===== config.mk =====
export PLATFORM = sky130hd
export DESIGN_NAME = fwd_hazard_ctrl
export DESIGN_NICKNAME = d
export VERILOG_FILES = /design/src/rtl/fwd_hazard_ctrl.sv
export SDC_FILE = /design/constraint.sdc
export NUM_CORES = 1
export LEC_CHECK = 0
export BUFFER_PORTS_ARGS = -buffer_cell sky130_fd_sc_hd__buf_4
export CAP_MARGIN = 20
export CORE_MARGIN = 1.5
export CORE_UTILIZATION = 46
export DETAILED_ROUTE_END_ITERATION = 10
export PLACE_DENSITY_LB_ADDON = 0.2
export RECOVER_POWER = 50
export SYNTH_ARGS = -nofsm -noshare
export SYNTH_HDL_FRONTEND = slang
export SYNTH_SLANG_ARGS = --single-unit

===== constraint.sdc =====
create_clock -name clk -period 2.5 [get_ports clk]
set_clock_uncertainty 0.1 [all_clocks]
set_input_delay 0.75 -clock clk [delete_from_list [all_inputs] [get_ports clk]]
set_output_delay 0.75 -clock clk [all_outputs]
set_load 0.02 [all_outputs]

===== src/rtl/fwd_hazard_ctrl.sv =====
// fwd_hazard_ctrl: pipeline-control sequencer for the EX-stage operand bypass mux.
// Tracks the EX and MEM stage destinations, produces registered bypass selects
// for the instruction entering EX, inserts a single bubble on a load-use hazard
// and freezes the whole pipeline while the MEM-stage data access is not ready.
// Optional build macro FWD_HAZ_PERF_EN adds saturating performance counters
// (perf_ld_stall, perf_mem_wait, perf_fwd).
module fwd_hazard_ctrl #(
    parameter int REG_AW = 5,
    parameter int CNT_W  = 32
) (
    input  logic              clk,
    input  logic              rst,
    input  logic              flush,
    input  logic              id_valid,
    input  logic [REG_AW-1:0] id_rs1,
    input  logic [REG_AW-1:0] id_rs2,
    input  logic              id_use_rs1,
    input  logic              id_use_rs2,
    input  logic [REG_AW-1:0] id_rd,
    input  logic              id_regwrite,
    input  logic              id_is_load,
    input  logic              id_mem_acc,
    input  logic              dmem_ready,
    output logic              stall_if_id,
    output logic              bubble_ex,
    output logic              freeze_all,
    output logic              alu_bypass_rs1,
    output logic              alu_bypass_rs2,
    output logic              dmem_bypass_rs1,
    output logic              dmem_bypass_rs2,
    output logic [1:0]        state_o
`ifdef FWD_HAZ_PERF_EN
    ,
    output logic [CNT_W-1:0]  perf_ld_stall,
    output logic [CNT_W-1:0]  perf_mem_wait,
    output logic [CNT_W-1:0]  perf_fwd
`endif
);

    localparam logic [1:0] ST_RUN      = 2'd0;
    localparam logic [1:0] ST_LD_STALL = 2'd1;
    localparam logic [1:0] ST_MEM_WAIT = 2'd2;

    localparam logic [REG_AW-1:0] REG_ZERO = {REG_AW{1'b0}};

    // EX / MEM stage shadows
    logic              ex_vld_r, ex_wr_r, ex_ld_r, ex_mem_r;
    logic [REG_AW-1:0] ex_rd_r;
    logic              mem_vld_r, mem_wr_r, mem_ld_r, mem_mem_r;
    logic [REG_AW-1:0] mem_rd_r;

    logic [1:0] state_r;
    logic       flush_pend_r;
    logic       alu_rs1_r, alu_rs2_r, dmem_rs1_r, dmem_rs2_r;

    logic       rd_rs1_s, rd_rs2_s;
    logic       hit_ex_rs1_s, hit_ex_rs2_s, hit_mem_rs1_s, hit_mem_rs2_s;
    logic       load_use_s;
    logic       alu_nxt_rs1_s, alu_nxt_rs2_s, dmem_nxt_rs1_s, dmem_nxt_rs2_s;
    logic       flush_eff_s, mem_wait_s;
    logic       freeze_s, bubble_s;
    logic [1:0] next_state_s;

    // Operand match against the EX and MEM producers and next bypass selects
    always_comb begin
        rd_rs1_s       = id_valid & id_use_rs1 & (id_rs1 != REG_ZERO);
        rd_rs2_s       = id_valid & id_use_rs2 & (id_rs2 != REG_ZERO);
        hit_ex_rs1_s   = rd_rs1_s & ex_vld_r & ex_wr_r & (ex_rd_r == id_rs1);
        hit_ex_rs2_s   = rd_rs2_s & ex_vld_r & ex_wr_r & (ex_rd_r == id_rs2);
        hit_mem_rs1_s  = rd_rs1_s & mem_vld_r & mem_wr_r & (mem_rd_r == id_rs1);
        hit_mem_rs2_s  = rd_rs2_s & mem_vld_r & mem_wr_r & (mem_rd_r == id_rs2);
        load_use_s     = (hit_ex_rs1_s | hit_ex_rs2_s) & ex_ld_r;
        // the younger (EX) producer wins over the older (MEM) one
        alu_nxt_rs1_s  = hit_ex_rs1_s & ~ex_ld_r;
        alu_nxt_rs2_s  = hit_ex_rs2_s & ~ex_ld_r;
        dmem_nxt_rs1_s = ~alu_nxt_rs1_s & hit_mem_rs1_s;
        dmem_nxt_rs2_s = ~alu_nxt_rs2_s & hit_mem_rs2_s;
    end

    // Control decision: reset, then MEM wait, then flush, then load-use
    always_comb begin
        flush_eff_s  = flush | flush_pend_r;
        mem_wait_s   = mem_vld_r & mem_mem_r & ~dmem_ready;
        freeze_s     = 1'b0;
        bubble_s     = 1'b0;
        next_state_s = ST_RUN;
        if (rst) begin
            next_state_s = ST_RUN;
        end else begin
            case (state_r)
                // the release cycle of a wait re-checks the hazard like RUN so a
                // load-use that was pending behind the freeze still stalls
                ST_RUN, ST_MEM_WAIT: begin
                    if (mem_wait_s) begin
                        freeze_s     = 1'b1;
                        next_state_s = ST_MEM_WAIT;
                    end else if (flush_eff_s) begin
                        next_state_s = ST_RUN;
                    end else if (load_use_s) begin
                        bubble_s     = 1'b1;
                        next_state_s = ST_LD_STALL;
                    end else begin
                        next_state_s = ST_RUN;
                    end
                end
                ST_LD_STALL: begin
                    if (mem_wait_s) begin
                        freeze_s     = 1'b1;
                        next_state_s = ST_MEM_WAIT;
                    end else begin
                        next_state_s = ST_RUN;
                    end
                end
                default: begin
                    next_state_s = ST_RUN;
                end
            endcase
        end
    end

    assign freeze_all      = freeze_s;
    assign bubble_ex       = bubble_s;
    assign stall_if_id     = freeze_s | bubble_s;
    assign alu_bypass_rs1  = alu_rs1_r;
    assign alu_bypass_rs2  = alu_rs2_r;
    assign dmem_bypass_rs1 = dmem_rs1_r;
    assign dmem_bypass_rs2 = dmem_rs2_r;
    assign state_o         = state_r;

    // Stage shadows: MEM <- EX and EX <- ID (or a bubble) on every advance edge
    always_ff @(posedge clk) begin
        if (rst) begin
            ex_vld_r  <= 1'b0;
            ex_rd_r   <= REG_ZERO;
            ex_wr_r   <= 1'b0;
            ex_ld_r   <= 1'b0;
            ex_mem_r  <= 1'b0;
            mem_vld_r <= 1'b0;
            mem_rd_r  <= REG_ZERO;
            mem_wr_r  <= 1'b0;
            mem_ld_r  <= 1'b0;
            mem_mem_r <= 1'b0;
        end else if (!freeze_s) begin
            mem_vld_r <= ex_vld_r;
            mem_rd_r  <= ex_rd_r;
            mem_wr_r  <= ex_wr_r;
            mem_ld_r  <= ex_ld_r;
            mem_mem_r <= ex_mem_r;
            if (bubble_s || flush_eff_s) begin
                ex_vld_r <= 1'b0;
                ex_rd_r  <= REG_ZERO;
                ex_wr_r  <= 1'b0;
                ex_ld_r  <= 1'b0;
                ex_mem_r <= 1'b0;
            end else begin
                ex_vld_r <= id_valid;
                ex_rd_r  <= id_rd;
                ex_wr_r  <= id_regwrite;
                ex_ld_r  <= id_is_load;
                ex_mem_r <= id_mem_acc;
            end
        end
    end

    // Bypass selects follow the instruction into EX; cleared by a bubble or kill
    always_ff @(posedge clk) begin
        if (rst) begin
            alu_rs1_r  <= 1'b0;
            alu_rs2_r  <= 1'b0;
            dmem_rs1_r <= 1'b0;
            dmem_rs2_r <= 1'b0;
        end else if (!freeze_s) begin
            if (bubble_s || flush_eff_s) begin
                alu_rs1_r  <= 1'b0;
                alu_rs2_r  <= 1'b0;
                dmem_rs1_r <= 1'b0;
                dmem_rs2_r <= 1'b0;
            end else begin
                alu_rs1_r  <= alu_nxt_rs1_s;
                alu_rs2_r  <= alu_nxt_rs2_s;
                dmem_rs1_r <= dmem_nxt_rs1_s;
                dmem_rs2_r <= dmem_nxt_rs2_s;
            end
        end
    end

    // FSM state register and a flush held over until the freeze releases
    always_ff @(posedge clk) begin
        if (rst) begin
            state_r      <= ST_RUN;
            flush_pend_r <= 1'b0;
        end else begin
            state_r      <= next_state_s;
            flush_pend_r <= freeze_s ? (flush_pend_r | flush) : 1'b0;
        end
    end

`ifdef FWD_HAZ_PERF_EN
    logic [CNT_W-1:0] perf_ld_stall_r, perf_mem_wait_r, perf_fwd_r;
    logic             fwd_any_s;

    function automatic logic [CNT_W-1:0] sat_inc(input logic [CNT_W-1:0] v);
        if (v == {CNT_W{1'b1}}) begin
            sat_inc = v;
        end else begin
            sat_inc = v + {{(CNT_W-1){1'b0}}, 1'b1};
        end
    endfunction

    assign fwd_any_s = ~freeze_s & ~bubble_s & ~flush_eff_s &
                       (alu_nxt_rs1_s | alu_nxt_rs2_s | dmem_nxt_rs1_s | dmem_nxt_rs2_s);

    // Saturating event counters for stalls, waits and forwarded operands
    always_ff @(posedge clk) begin
        if (rst) begin
            perf_ld_stall_r <= {CNT_W{1'b0}};
            perf_mem_wait_r <= {CNT_W{1'b0}};
            perf_fwd_r      <= {CNT_W{1'b0}};
        end else begin
            if (state_r == ST_LD_STALL) perf_ld_stall_r <= sat_inc(perf_ld_stall_r);
            if (state_r == ST_MEM_WAIT) perf_mem_wait_r <= sat_inc(perf_mem_wait_r);
            if (fwd_any_s)              perf_fwd_r      <= sat_inc(perf_fwd_r);
        end
    end

    assign perf_ld_stall = perf_ld_stall_r;
    assign perf_mem_wait = perf_mem_wait_r;
    assign perf_fwd      = perf_fwd_r;
`else
    logic [31:0] unused_cnt_w_s;
    assign unused_cnt_w_s = CNT_W;
`endif

    logic unused_mem_ld_s;
    assign unused_mem_ld_s = mem_ld_r;

endmodule

==> out/metrics.csv <==
stage,metric,value,unit
global_routing,antenna_found_initial,0,
layout,layout_common_cells,"buf_4 (55), dfxtp_1 (24), xor2_1 (18), nor2_1 (10), a32o_1 (8)",
global_routing,grtUsageTotal,26.6,%
clock_network,root_buffer,clkbuf_4,
global_routing,grt_overflow,0,
layout,drive_above_1_share,48.2,%
critical_path,worst_r2r_path_depth,6,
layout,seq_area,480,um^2
timing,fin_setup_tns,-0.473,ns
global_routing,grt_pass1_vias,1162,
critical_path,r2r-end,alu_bypass_rs2,
layout,fill_cells,183,
power,ir_worst_vdd,0.361,mV
timing,hold_viol,0,
synthesis,syn_avg_cell_area,9.62,um^2
timing,worstMarginPinSlew,0.622,ns
synthesis,netlist_instances,129,
die,rows,18,
worst_hold_path,hold_path.class,flip-flop to flip-flop,
flow_run,maxCapViolations,0,
die,die_h,54.9,um
clock_network,clk_pin_slew,0.13,ns
timing,final.setup.worst_slack,-0.219,ns
layout,area_delta_synth_final,55.6,%
timing,fin_crit,2.72,ns
critical_path,end_kind,output pin,
clock_network,cts_tree,done,
critical_path,slowest_stage,nor4_4,
drt,first_pass_iters,4,
timing,finalSetupViolCount,3,
place,gp_routability_congestion,0.897,
worst_hold_path,hp-start,ex_mem_r,
critical_path,arrival,1.87,ns
drt,dr.first_iter.drc_count,15,
timing,finalMaxSlewViolations,0,
worst_hold_path,hold-path-endpoint,mem_mem_r,
die,coreArea,0.00252,mm^2
timing,rsz0062_at_grt,yes,
layout,layout.nets,221,
drt,drtAntennaViolNets,0,
critical_path,worstSetupPathType,input pin to output pin,
timing,max_slew_margin,58.5,%
critical_path,max_stage_delay,0.27,ns
critical_path,r2r_setup_slack,0.52,ns
clock_network,cts_buffer_depth,2,
clock_network,clock_latency,0.32,ns
synthesis,synth.distinct_cells,30,
layout,mostFrequentLayoutCell,buf_4,
synthesis,seq_area_frac_synth,38.7,%
power,leakagePower,0.929,nW
clock_network,h-tree-depth,1,
synthesis,synth_seq_cells,24,
die,io-pin-count,34,
timing,max_freq,368,MHz
outcome,violations,negative setup slack,
synthesis,yosys_warnings,0,
critical_path,path_delay_family,simple AND/OR/NAND/NOR gates,
clock_network,cts_buffers,3,
critical_path,critPathLaunchType,input pin,
place,hpwl,2430,um
drt,wl,3560,um
synthesis,synth_area,0.00124,mm^2
drt,drc,0,
die,die_area,0.00302,mm^2
critical_path,required,1.65,ns
power,power.density,430,mW/mm^2
critical_path,critical_path.cell_chain,buf_8 > nor4_4 > and2_4 > and4bb_2 > nor2_4 > nor2_2 > buf_6,
worst_hold_path,hold_depth,2,
place,portBuffers,33,
power,total_power,0.830,mW
outcome,status,"complete, but fails checks",
drt,wl_per_cell,15.8,um
global_routing,grt_pass1_wl,5460,um
die,start_util,49.2,%
die,die_x,54.9,um
clock_network,cts.sinks,24,
global_routing,grt_start_max_net_pins,15,
critical_path,crit_buf_inv,2,
layout,multi_input_area,779,um^2
drt,viasPerCell,5.35,
critical_path,cp_max_fo,3,
synthesis,synth_fp_nets,154,
drt,vias,1204,
timing,fin_crit_sh,109,%
layout,num_antenna_cells,0,
critical_path,regToRegStartpoint,mem_vld_r,
[metrics by stage]
stage | util [%] | worst slack, ns | cell area (um^2) | hold WS (ns) | std cells
floorplan | - | -0.0673 | 1270 | 0.325 | 129
global placement | 66.4 | -0.267 | 1680 | 0.340 | 209
detailed placement | 66.4 | -0.273 | 1680 | 0.340 | 209
CTS | 74.0 | -0.200 | 1870 | 0.359 | 223
global route | 76.6 | -0.293 | 1930 | 0.388 | 225
finish | 76.6 | -0.219 | 1930 | 0.361 | 225
[area by class of cell]
type | instances | area share [%]
timing repair buffer | 68 | 28.7
inverter | 6 | 1.42
clock buffer | 3 | 1.17
multi-input combinational | 93 | 40.3
tap | 30 | 1.94
clock inverter | 1 | 1.55
sequential | 24 | 24.9
[layer usage]
metal  GRT usage (%)  vias to the layer above  wire [um]
met3            7.80                       13        221
met1            31.4                      555       1490
met2            44.6                       46       1750
li1                -                      590          -
met5               0                        -          0
met4            11.4                        0         99
[tightest hold or removal path, stage by stage, from the launching register on]
cell     delay, ns
dfxtp_1       0.34
inv_1         0.05
a21oi_1       0.05
[repair_timing]
item | 4_1_cts | 5_1_grt
resized for setup | 14 | 15
hold buffers | 0 | 0
gates cloned | 0 | 0
setup endpoints to repair | 3 | 3
buffers inserted | 10 | 2
pin swaps | 10 | 11
[kinds of logic after synthesis]
group	after synthesis	synth area share, %
xor gates and xnor gates	20	14.1
muxes	6	4.84
DFF	24	38.7
buffers and inverters	12	5.75
and+or+nand+nor	48	23.4
AOI/OAI and AO/OA	19	13.2
[cells in the mapped netlist]
library cell / n / area [um^2]
dfxtp_1: 24 / 480
xor2_1: 20 / 175
nor2_1: 16 / 60.1
a32o_1: 8 / 80.1
mux2i_1: 6 / 60.1
a22o_1: 5 / 43.8
inv_1: 5 / 18.8
nand2_1: 4 / 15.0
nand3_1: 4 / 20.0
and2_1: 3 / 18.8
buf_6: 3 / 33.8
a211oi_1: 2 / 15.0
a21o_1: 2 / 15.0
a21oi_1: 2 / 10.0
and3_1: 2 / 12.5
and4_1: 2 / 17.5
and4bb_2: 2 / 25.0
buf_2: 2 / 10.0
nand4_1: 2 / 12.5
nor3_1: 2 / 10.0
nor4_1: 2 / 12.5
nor4_2: 2 / 25.0
or4_4: 2 / 22.5
clkbuf_1: 1 / 3.75
clkinv_2: 1 / 5.00
nand3b_1: 1 / 7.51
nand4b_1: 1 / 8.76
nor2b_1: 1 / 6.26
nor3_2: 1 / 10.0
or2_1: 1 / 6.26
[power by group]
group | internal [mW] | leakage, nW | total (mW) | switching, mW
Combinational | 0.0824 | 0.705 | 0.142 | 0.0597
Clock | 0.162 | 0.0279 | 0.284 | 0.122
Sequential | 0.392 | 0.195 | 0.404 | 0.0120
Total | 0.637 | 0.929 | 0.830 | 0.193
[worst max-delay path by stage]
stage / start / end / slack [ns] / depth (start not counted)
after global routing: id_rs1[1] / bubble_ex / -0.29 / 8
after global placement: id_rs1[1] / bubble_ex / -0.27 / 7
after detailed placement: id_rs1[1] / bubble_ex / -0.27 / 7
final: id_rs2[1] / bubble_ex / -0.22 / 7
after floorplan: dmem_ready / freeze_all / -0.07 / 7
after CTS: id_rs2[4] / bubble_ex / -0.20 / 7
Note: power is estimated with default switching activity, not from simulation.
